File: config.mk
export PLATFORM = sky130hd
export DESIGN_NAME = mc_ctrl_hs
export DESIGN_NICKNAME = d
export VERILOG_FILES = /design/src/rtl/mc_ctrl_hs.sv
export SDC_FILE = /design/constraint.sdc
export NUM_CORES = 1
export LEC_CHECK = 0
export BUFFER_PORTS_ARGS = -buffer_cell sky130_fd_sc_hd__buf_2
export CAP_MARGIN = 20
export CORE_UTILIZATION = 51
export CTS_CLUSTER_SIZE = 12
export DETAILED_ROUTE_END_ITERATION = 8
export PLACE_DENSITY = 0.81
export SLEW_MARGIN = 20
export SYNTH_ARGS = -nofsm -noshare
export SYNTH_HDL_FRONTEND = slang
export SYNTH_SLANG_ARGS = --single-unit
File: constraint.sdc
create_clock -name clk -period 2.1 [get_ports clk]
set_input_delay 0.21 -clock clk [delete_from_list [all_inputs] [get_ports clk]]
set_output_delay 0.21 -clock clk [all_outputs]
set_load 0.01 [all_outputs]
File: src/rtl/mc_ctrl_hs.sv
// mc_ctrl_hs: multicycle MIPS control FSM (IF/ID/EX/MEM/WB/TRAP) driving the
// PC, IR, register file, ALU, extender, byte-enable unit and PC mux over a
// req/ack memory with a programmable wait timeout (TIMEOUT=0 disables it).
// Optional feature macro: MC_CTRL_TRAP_EN (illegal opcodes and bus timeouts
// load the trap vector through the TRAP state; otherwise illegal opcodes are
// NOPs and timeouts refetch or abandon the instruction).
module mc_ctrl_hs #(
    parameter int TIMEOUT = 15,
    parameter int TW      = (TIMEOUT == 0) ? 1 : $clog2(TIMEOUT + 1)
) (
    input  logic       clk,
    input  logic       rst_n,
    input  logic [5:0] opcode_i,
    input  logic [4:0] rt_i,
    input  logic [5:0] funct_i,
    input  logic       mem_ack_i,
    output logic       mem_req_o,
    output logic       mem_we_o,
    output logic       iord_o,
    output logic       ir_write_o,
    output logic       pc_write_o,
    output logic       pc_write_cond_o,
    output logic       reg_write_o,
    output logic [1:0] alusrc_a_o,
    output logic [2:0] alusrc_b_o,
    output logic [2:0] alu_op_o,
    output logic [1:0] ext_op_o,
    output logic [1:0] pc_source_o,
    output logic [1:0] regdst_o,
    output logic [2:0] memtoreg_o,
    output logic [2:0] branch_o,
    output logic [2:0] be_op_o,
    output logic       retire_o,
    output logic       bus_err_o,
    output logic       trap_o
);

    typedef enum logic [2:0] {S_IF, S_ID, S_EX, S_MEM, S_WB, S_TRAP} state_t;

    typedef enum logic [3:0] {
        C_RALU, C_SHIFT, C_JR, C_JALR, C_J, C_JAL,
        C_BR, C_LOAD, C_STORE, C_IMM, C_LUI, C_ILL
    } iclass_t;

    typedef struct packed {
        logic       mem_req;
        logic       mem_we;
        logic       iord;
        logic       ir_write;
        logic       pc_write;
        logic       pc_write_cond;
        logic       reg_write;
        logic [1:0] alusrc_a;
        logic [2:0] alusrc_b;
        logic [2:0] alu_op;
        logic [1:0] ext_op;
        logic [1:0] pc_source;
        logic [1:0] regdst;
        logic [2:0] memtoreg;
        logic [2:0] branch;
        logic [2:0] be_op;
        logic       retire;
        logic       bus_err;
        logic       trap;
    } ctrl_t;

    localparam bit            TO_EN     = (TIMEOUT != 0);
    localparam logic [TW-1:0] LAST_WAIT = TW'((TIMEOUT == 0) ? 0 : TIMEOUT - 1);

`ifdef MC_CTRL_TRAP_EN
    localparam state_t ABORT_STATE = S_TRAP;
`else
    localparam state_t ABORT_STATE = S_IF;
`endif

    state_t        state, state_next;
    iclass_t       dec_cls, cls_q;
    logic [5:0]    op_q;
    logic          rt0_q;
    logic [TW-1:0] wait_cnt;
    logic          expire;
    ctrl_t         ctl;

    // Byte-enable code for the load/store opcode held in the IR.
    function automatic logic [2:0] be_code(input logic [5:0] op);
        case (op)
            6'h29:   return 3'b001;
            6'h28:   return 3'b010;
            6'h23:   return 3'b011;
            6'h25:   return 3'b100;
            6'h21:   return 3'b101;
            6'h24:   return 3'b110;
            6'h20:   return 3'b111;
            default: return 3'b000;
        endcase
    endfunction

    // Branch condition code; REGIMM (01) splits on rt[0] (bltz/bgez).
    function automatic logic [2:0] br_code(input logic [5:0] op, input logic rt0);
        case (op)
            6'h05:   return 3'b001;
            6'h07:   return 3'b010;
            6'h06:   return 3'b100;
            6'h01:   return rt0 ? 3'b101 : 3'b011;
            default: return 3'b000;
        endcase
    endfunction

    // {alu_op, ext_op} for the immediate-ALU opcodes.
    function automatic logic [4:0] imm_code(input logic [5:0] op);
        case (op)
            6'h0C:   return {3'b001, 2'b00};
            6'h0D:   return {3'b011, 2'b00};
            6'h0E:   return {3'b100, 2'b00};
            6'h0A:   return {3'b110, 2'b01};
            6'h0B:   return {3'b111, 2'b01};
            default: return {3'b000, 2'b01};
        endcase
    endfunction

    // Instruction class decode from the IR fields, sampled during ID.
    always_comb begin
        dec_cls = C_ILL;
        case (opcode_i)
            6'h00: begin
                case (funct_i)
                    6'h04, 6'h06, 6'h07, 6'h20, 6'h21, 6'h22, 6'h23,
                    6'h24, 6'h25, 6'h26, 6'h27, 6'h2A, 6'h2B: dec_cls = C_RALU;
                    6'h00, 6'h02, 6'h03:                      dec_cls = C_SHIFT;
                    6'h08:                                    dec_cls = C_JR;
                    6'h09:                                    dec_cls = C_JALR;
                    default:                                  dec_cls = C_ILL;
                endcase
            end
            6'h01:                                    dec_cls = (rt_i == 5'd0 || rt_i == 5'd1) ? C_BR : C_ILL;
            6'h02:                                    dec_cls = C_J;
            6'h03:                                    dec_cls = C_JAL;
            6'h04, 6'h05, 6'h06, 6'h07:               dec_cls = C_BR;
            6'h08, 6'h09, 6'h0A, 6'h0B, 6'h0C, 6'h0D, 6'h0E: dec_cls = C_IMM;
            6'h0F:                                    dec_cls = C_LUI;
            6'h20, 6'h21, 6'h23, 6'h24, 6'h25:        dec_cls = C_LOAD;
            6'h28, 6'h29, 6'h2B:                      dec_cls = C_STORE;
            default:                                  dec_cls = C_ILL;
        endcase
    end

    // Timeout fires on the last allowed wait cycle of IF or MEM unless acked.
    assign expire = TO_EN && (state == S_IF || state == S_MEM) && !mem_ack_i
                    && (wait_cnt == LAST_WAIT);

    // State register, latched instruction class and request wait counter.
    always_ff @(posedge clk or negedge rst_n) begin
        if (!rst_n) begin
            state    <= S_IF;
            cls_q    <= C_ILL;
            op_q     <= '0;
            rt0_q    <= 1'b0;
            wait_cnt <= '0;
        end else begin
            // NOTE: sequential state uses non-blocking assignments so every
            // register samples pre-edge values regardless of statement order.
            state <= state_next;
            if (state == S_ID) begin
                cls_q <= dec_cls;
                op_q  <= opcode_i;
                rt0_q <= rt_i[0];
            end
            if ((state == S_IF || state == S_MEM) && !mem_ack_i && !expire)
                wait_cnt <= wait_cnt + TW'(1);
            else
                wait_cnt <= '0;
        end
    end

    // Next-state and control fields as a pure function of state and class.
    always_comb begin
        // NOTE: every field gets a default first so no path leaves a value
        // held over, which would otherwise infer latches.
        state_next = state;
        ctl        = '0;
        case (state)
            S_IF: begin
                ctl.mem_req  = 1'b1;
                ctl.alusrc_b = 3'b001;
                ctl.ir_write = mem_ack_i;
                ctl.pc_write = mem_ack_i;
                if (mem_ack_i) begin
                    state_next = S_ID;
                end else if (expire) begin
                    ctl.bus_err = 1'b1;
                    state_next  = ABORT_STATE;
                end
            end
            S_ID: begin
                ctl.alusrc_b = 3'b011;
                ctl.ext_op   = 2'b01;
                if (dec_cls != C_ILL) begin
                    state_next = S_EX;
                end else begin
`ifdef MC_CTRL_TRAP_EN
                    state_next = S_TRAP;
`else
                    ctl.retire = 1'b1;
                    state_next = S_IF;
`endif
                end
            end
            S_EX: begin
                state_next = S_IF;
                case (cls_q)
                    C_RALU, C_SHIFT: begin
                        ctl.alusrc_a = (cls_q == C_SHIFT) ? 2'b10 : 2'b01;
                        ctl.alu_op   = 3'b010;
                        state_next   = S_WB;
                    end
                    C_J, C_JAL: begin
                        ctl.pc_write  = 1'b1;
                        ctl.pc_source = 2'b10;
                        ctl.retire    = 1'b1;
                        if (cls_q == C_JAL) begin
                            ctl.reg_write = 1'b1;
                            ctl.regdst    = 2'b10;
                            ctl.memtoreg  = 3'b010;
                        end
                    end
                    C_JR, C_JALR: begin
                        ctl.pc_write  = 1'b1;
                        ctl.pc_source = 2'b11;
                        ctl.retire    = 1'b1;
                        if (cls_q == C_JALR) begin
                            ctl.reg_write = 1'b1;
                            ctl.regdst    = 2'b01;
                            ctl.memtoreg  = 3'b010;
                        end
                    end
                    C_BR: begin
                        ctl.alusrc_a      = 2'b01;
                        ctl.alu_op        = 3'b101;
                        ctl.pc_write_cond = 1'b1;
                        ctl.pc_source     = 2'b01;
                        ctl.branch        = br_code(op_q, rt0_q);
                        ctl.retire        = 1'b1;
                    end
                    C_LOAD, C_STORE: begin
                        ctl.alusrc_a = 2'b01;
                        ctl.alusrc_b = 3'b010;
                        ctl.ext_op   = (op_q == 6'h24 || op_q == 6'h25) ? 2'b00 : 2'b01;
                        state_next   = S_MEM;
                    end
                    C_IMM: begin
                        ctl.alusrc_a                = 2'b01;
                        ctl.alusrc_b                = 3'b010;
                        {ctl.alu_op, ctl.ext_op}    = imm_code(op_q);
                        state_next                  = S_WB;
                    end
                    C_LUI: begin
                        ctl.reg_write = 1'b1;
                        ctl.memtoreg  = 3'b100;
                        ctl.ext_op    = 2'b10;
                        ctl.retire    = 1'b1;
                    end
                    default: ;
                endcase
            end
            S_MEM: begin
                ctl.mem_req = 1'b1;
                ctl.iord    = 1'b1;
                ctl.mem_we  = (cls_q == C_STORE);
                ctl.be_op   = be_code(op_q);
                if (mem_ack_i) begin
                    ctl.retire = (cls_q == C_STORE);
                    state_next = (cls_q == C_STORE) ? S_IF : S_WB;
                end else if (expire) begin
                    ctl.bus_err = 1'b1;
                    state_next  = ABORT_STATE;
                end
            end
            S_WB: begin
                ctl.reg_write = 1'b1;
                ctl.retire    = 1'b1;
                ctl.regdst    = (cls_q == C_RALU || cls_q == C_SHIFT) ? 2'b01 : 2'b00;
                ctl.memtoreg  = (cls_q == C_LOAD) ? 3'b001 : 3'b000;
                state_next    = S_IF;
            end
            S_TRAP: begin
`ifdef MC_CTRL_TRAP_EN
                ctl.trap     = 1'b1;
                ctl.pc_write = 1'b1;
`endif
                state_next = S_IF;
            end
            default: state_next = S_IF;
        endcase
    end

    // Outputs are forced low while reset is asserted, so an in-flight
    // request drops as soon as rst_n falls rather than at the next edge.
    assign {mem_req_o, mem_we_o, iord_o, ir_write_o, pc_write_o, pc_write_cond_o,
            reg_write_o, alusrc_a_o, alusrc_b_o, alu_op_o, ext_op_o, pc_source_o,
            regdst_o, memtoreg_o, branch_o, be_op_o, retire_o, bus_err_o,
            trap_o} = rst_n ? ctl : '0;

endmodule

======== Word-level counts from Yosys, hierarchy flattened ========
Memories as Yosys holds them, arrays and structs flattened.
Cells that the tools add are included.
storage, ports and cells
  register bits after elaboration ......... 18
  output and inout port bits .............. 33
  logic and storage cells ................. 145
  bits in read-only memories .............. 192
  memories kept ........................... 1
  input port bits ......................... 20
cells by class
  equal/unequal tests ..................... 56
  add/subtract/negate cells ............... 1
  mux-type cells .......................... 55
  reduce and logical (&&, ||, !) cells .... 27
memory list
  memory            words  bits a word  read ports  clocked after memory_dff  wr ports  RTL line  source
  (name not given)  64     3            1           0                         0         126       case (funct_i)
operator list
  kind                  count
  $eq A6 B6 Y1 const B  15
  $eq A6 B4 Y1 const B  13
  $eq A6 B3 Y1 const B  7
  $pmux W4 S9           1
  $mux W33              1
  $mux W3               9
  $pmux W5 S5           1
  $pmux W3 S4           2
  $pmux W3 S7           1
  $pmux W2 S3           3
  $pmux W3 S3           2
  $eq A4 B3 Y1 const B  4
  $eq A4 B4 Y1 const B  4
  $mux W1               16
  $eq A6 B1 Y1 const B  2
  $eq A6 B2 Y1 const B  2
  $mux W2               6
  $mux W4               3
  $pmux W2 S2           3
  $reduce_or A4 Y1      3
  $pmux W5 S2           1
  $reduce_or A2 Y1      5
  $reduce_or A3 Y1      3
  $eq A4 B2 Y1 const B  2
  22 further kinds      30

======== Depth between registers and ports, before layout ========
  depth in word-level cells ............... 8
  mapped depth ............................ 7
  depth with buffers taken out ............ 7

======== Worst setup path before layout ========
Ideal clock, no wire load.
  path type ............................... register to output
  start ................................... register state[2]
  end ..................................... output port reg_write_o
  setup slack ............................. 164 ps
  buffers on the path ..................... 1
  arrival ................................. 1726 ps
  required time ........................... 1890 ps
  stages on the path, launching flop included .. 7
  cells stage by stage .................... dfrtp_1 > clkbuf_1 > nor2b_1 > nand2_1 > nor3_1 > and2_1 > a211o_1
on the way
  longest elaborated chain between the ends .. 3
  elaborated cells between the ends (all ways) .. 4
  classes of those cells .................. eq/ne: 2; mux: 2
RTL lines
  item                                                 RTL line  source
  start: declaration                                   76        state_t state, state_next;
  start signal: assignment                             162       state <= state_next;
  $eq A3 B3 Y1 / $eq A3 B2 Y1 (equally long branches)  181       case (state)
  $pmux W1 S2 *                                        181
  $mux W33 *                                           301       trap_o} = rst_n ? ctl : '0;
  end: declaration                                     23        output logic reg_write_o,
Every way passes the cells marked *; elsewhere a longest branch is shown, timed or not.

======== Worst setup path after layout ========
  start ................................... input port opcode_i[1]
  end ..................................... output port retire_o
on the way
  longest elaborated chain between the ends .. 7
  elaborated cells between the ends (all ways) .. 33
  classes of those cells .................. eq/ne: 24; mux: 4; reduce/logical: 5
RTL lines
  item                                            RTL line  source
  start: declaration                              13        input logic [5:0] opcode_i,
  $eq A6 B4 Y1, or another cell as far along      124       case (opcode_i)
  $reduce_or A7 Y1, or another cell as far along  124
  $pmux W4 S9 *                                   124
  $ne A4 B4 Y1 *                                  197       if (dec_cls != C_ILL) begin
  $mux W1 *                                       197
  $pmux W1 S4 *                                   181
  $mux W33 *                                      301
  end: declaration                                33        output logic retire_o,
Marked as above.

==> results by group <==
Synthesis
  • Post-synth EDFFs: 0
  • Synth unique cells: 57
  • Synth Instances: a little over 200
  • YS warnings: 0
  • Area share of the largest cell type after synthesis: about a quarter
  • Top post-synthesis cells by count: nor2_1 (28), a21oi_1 (17), dfrtp_1 (15), nand2_1 (15), clkbuf_1 (11)
  • Post-synth top area cell: dfrtp_1
  • Main flop type after synthesis: dfrtp_1
  • Cells taking the most area after synthesis: dfrtp_1 (24%), nor2_1 (6.6%), a21oi_1 (5.4%)
  • Cell Area, Synth: around 1600 µm²
  • Async set-reset flop share out of synthesis: 100%
  • Most frequent cell after synthesis: nor2_1
  • Post-synthesis sequential element count: 18
  • Sequential element share of the synthesized area: around 29%
  • Syn avg cell area: 7.74 µm²

Clocking
  • Longest Clk Path Bufs: 2
  • # clock sinks: 18
  • Clk pin slew, worst setup/hold paths: about 0.10 ns
  • Num CTS Buffers: 3
  • Clock H-tree levels: 1
  • Clock latency at the later pin of the worst-skew pair: ~0.29 ns
  • Clock Tree Root: clkbuf_4
  • CTS tree: built

Critical path
  • Worst R2R Start: cls_q[3]$_DFFE_PN1N_
  • Crit path max fanout: 3
  • Critical path class: input pin to output port
  • WP data required: 1.89 ns
  • Crit start category: input pin
  • CP arrival: approximately 1.9 ns
  • Crit path from: opcode_i[1]
  • CP Capture Type: output port

Power and ir drop
  • Comb pwr share: around three fifths
  • Pwr dens: roughly 1000 nW/µm²
  • Sequential power share: about a third
  • Maximum VDD drop: 0.681 mV
  • Total power: roughly 2300 µW
  • Cell Int Power: 1290 µW
  • Sw Pwr: just over 1000 µW
  • Leak: 0.00108 µW
  • Switching Share: between 40% and 50%
  • Clock power share: 9.2%

Global route
  • Initial antenna violation count: 0
  • Overflow after GRT: 0
  • Vias in the first global route: around 1,500
  • Pin count of the biggest net entering global routing: 23
  • GRT Util Overall: roughly 24%
  • First-pass GRT wire length: approximately 6500 µm

STA
  • Clk_skew: between 0.003 and 0.004 ns
  • RSZ-0062 raised after global routing: yes
  • Finish-stage setup viols: 1
  • Final hold viol count: 0
  • Slew @ Worst Pin: about 0.61 ns
  • F_max: 0.476 GHz
  • Crit path time final: 2.10 ns
  • Setup WS post-layout: -0.00105 ns
  • Final period utilization: 100%
  • Fin Setup TNS: -0.00105 ns
  • Max transition margin: about three fifths
  • Final Max Tran Viols: 0

Die
  • Row count: 19
  • Die area: 3340 µm²
  • Die height: approximately 58 µm
  • Die Span X: between 50 and 60 µm
  • Top Ports: 53
  • Core Region: about 2900 µm²
  • Initial cell density of the core: 55.6%

Layout
  • End-of-flow core utilization: 79.1%
  • Fill count: approximately 210
  • Area grow syn2layout: 42.2%
  • # diodes: 0
  • Share of cells above drive strength 1: approximately 44%
  • Final cell count without fillers: 310
  • Nets: slightly above 300

Drt
  • Routed WL: ~4300 µm
  • Vias per cell: about 5.7
  • DR vias: 1,778
  • DR WL/cell: between 10 and 15 µm
  • Post-DRT Antenna Nets: 0
  • Iteration-0 DRC Markers: 108
  • Residual DRC count: 3
  • Router iterations before antenna repair: 8

Placement
  • Post-DP HPWL: roughly 3100 µm
  • I/O Buffers: 50
  • GP Congestion: 0.831
  • Dpl cells: 291

Hold path
  • Hold Path Class: input pin to register
  • Hold Crit Start: rt_i[0]

Status
  • Outcome: finished with violations
  • Violations in the final reports: DRC, setup timing

Flow run
  • Max Cap Viol: 0
cells in the final DEF (no fill, tap or decap), types with 3 or more instances in the layout:
cell       n
a211oi_1   3
a21oi_1   15
mux2_2     6
nor2b_1    8
dfrtp_1   14
nor2_1    24
nand2_1   14
clkbuf_4   3
nor3b_1    3
nand3_1    3
nand4_1    3
inv_1      4
nor3_1     8
buf_4     32
and3_1     3
buf_2     49
nor4_1     3
a31oi_1    4
nand2b_1   8
o21ai_0    6
layout make-up:
class                      count  area, µm²  area share [%]
multi-input combinational    168       1160            51.6
timing repair buffer          85        542            24.0
sequential                    18        459            20.4
tap                           31       38.8            1.72
clock buffer                   4       36.3            1.61
inverter                       4       15.0           0.666
critical path, stage by stage:
cell and delay, ns:
buf_6 0.09, or3_4 0.38, or4_4 0.47, a211oi_4 0.21, o32ai_2 0.12, o31ai_2 0.24
buf_2 0.16
stage by stage:
stage / area [µm²] / worst slack [ns] / hold slack [ns]
after global placement: 1950 / 0.0256 / 0.212
after detailed placement: 1950 / -0.0155 / 0.212
after floorplan: 1590 / 0.164 / -0.0856
after CTS: 2040 / -0.0214 / 0.154
after global routing: 2260 / -0.0729 / 0.156
final: 2260 / -0.00105 / 0.153
path summary, 6_finish.rpt:
check / cells after the start / slack, ns / endpoint
worst max-delay path: 7 / -0.001 / retire_o
worst max register to register: 7 / 0.22 / state[1]$_DFF_PN0_
worst min register to register: 1 / 0.49 / wait_cnt[0]$_DFF_PN0_
min in group asynchronous: 3 / 0.39 / op_q[1]$_DFFE_PN0N_
worst min-delay path: 2 / 0.15 / rt0_q$_DFFE_PN0N_
max in group asynchronous: 3 / 1.48 / cls_q[0]$_DFFE_PN1N_
repair_timing:
action                                  4_1_cts  5_1_grt
setup buffers                                 2       12
pin swaps                                     0        5
endpoints found under the setup margin        3       12
hold buffers                                  1        0
hold endpoints to repair                     15        0
gates resized for setup                       5       26
per-layer routing:
metal  wire [µm]  up-vias  part of all wire (%)  track usage [%]
li1            -      889                     -                -
met1        1930      823                    45             33.3
met2        2160       62                    50             43.0
met3         203        4                   4.7             2.68
met4          21        0                  0.49             3.06
met5           0        -                     0                0
power groups by stage:
stage / clock network, µW / registers, µW / logic [µW]
after floorplan: 0 / 597 / 840
after global placement: 0 / 721 / 1020
after detailed placement: 0 / 730 / 1050
after CTS: 214 / 730 / 1110
after global routing: 228 / 760 / 1500
final: 212 / 733 / 1360
cell families (layout without fill, tap and decap cells):
| group | Yosys count | in the layout | synth area share (%) |
|---|---|---|---|
| flops | 18 | 18 | 28.6 |
| compound gates | 50 | 50 | 21.8 |
| buf+inv | 20 | 93 | 5.76 |
| xor+xnor | 3 | 3 | 1.66 |
| fa+ha+maj | 2 | 2 | 1.58 |
| mux | 8 | 8 | 5.52 |
| other cells | 1 | 2 | 0.236 |
| simple gates | 103 | 103 | 34.8 |
registers in the layout (all words and copies together), names as in the netlist:
signal and cells:
op_q 6, cls_q 4, wait_cnt 4, state 3, rt0_q 1
(Power assumes the default switching activity.)
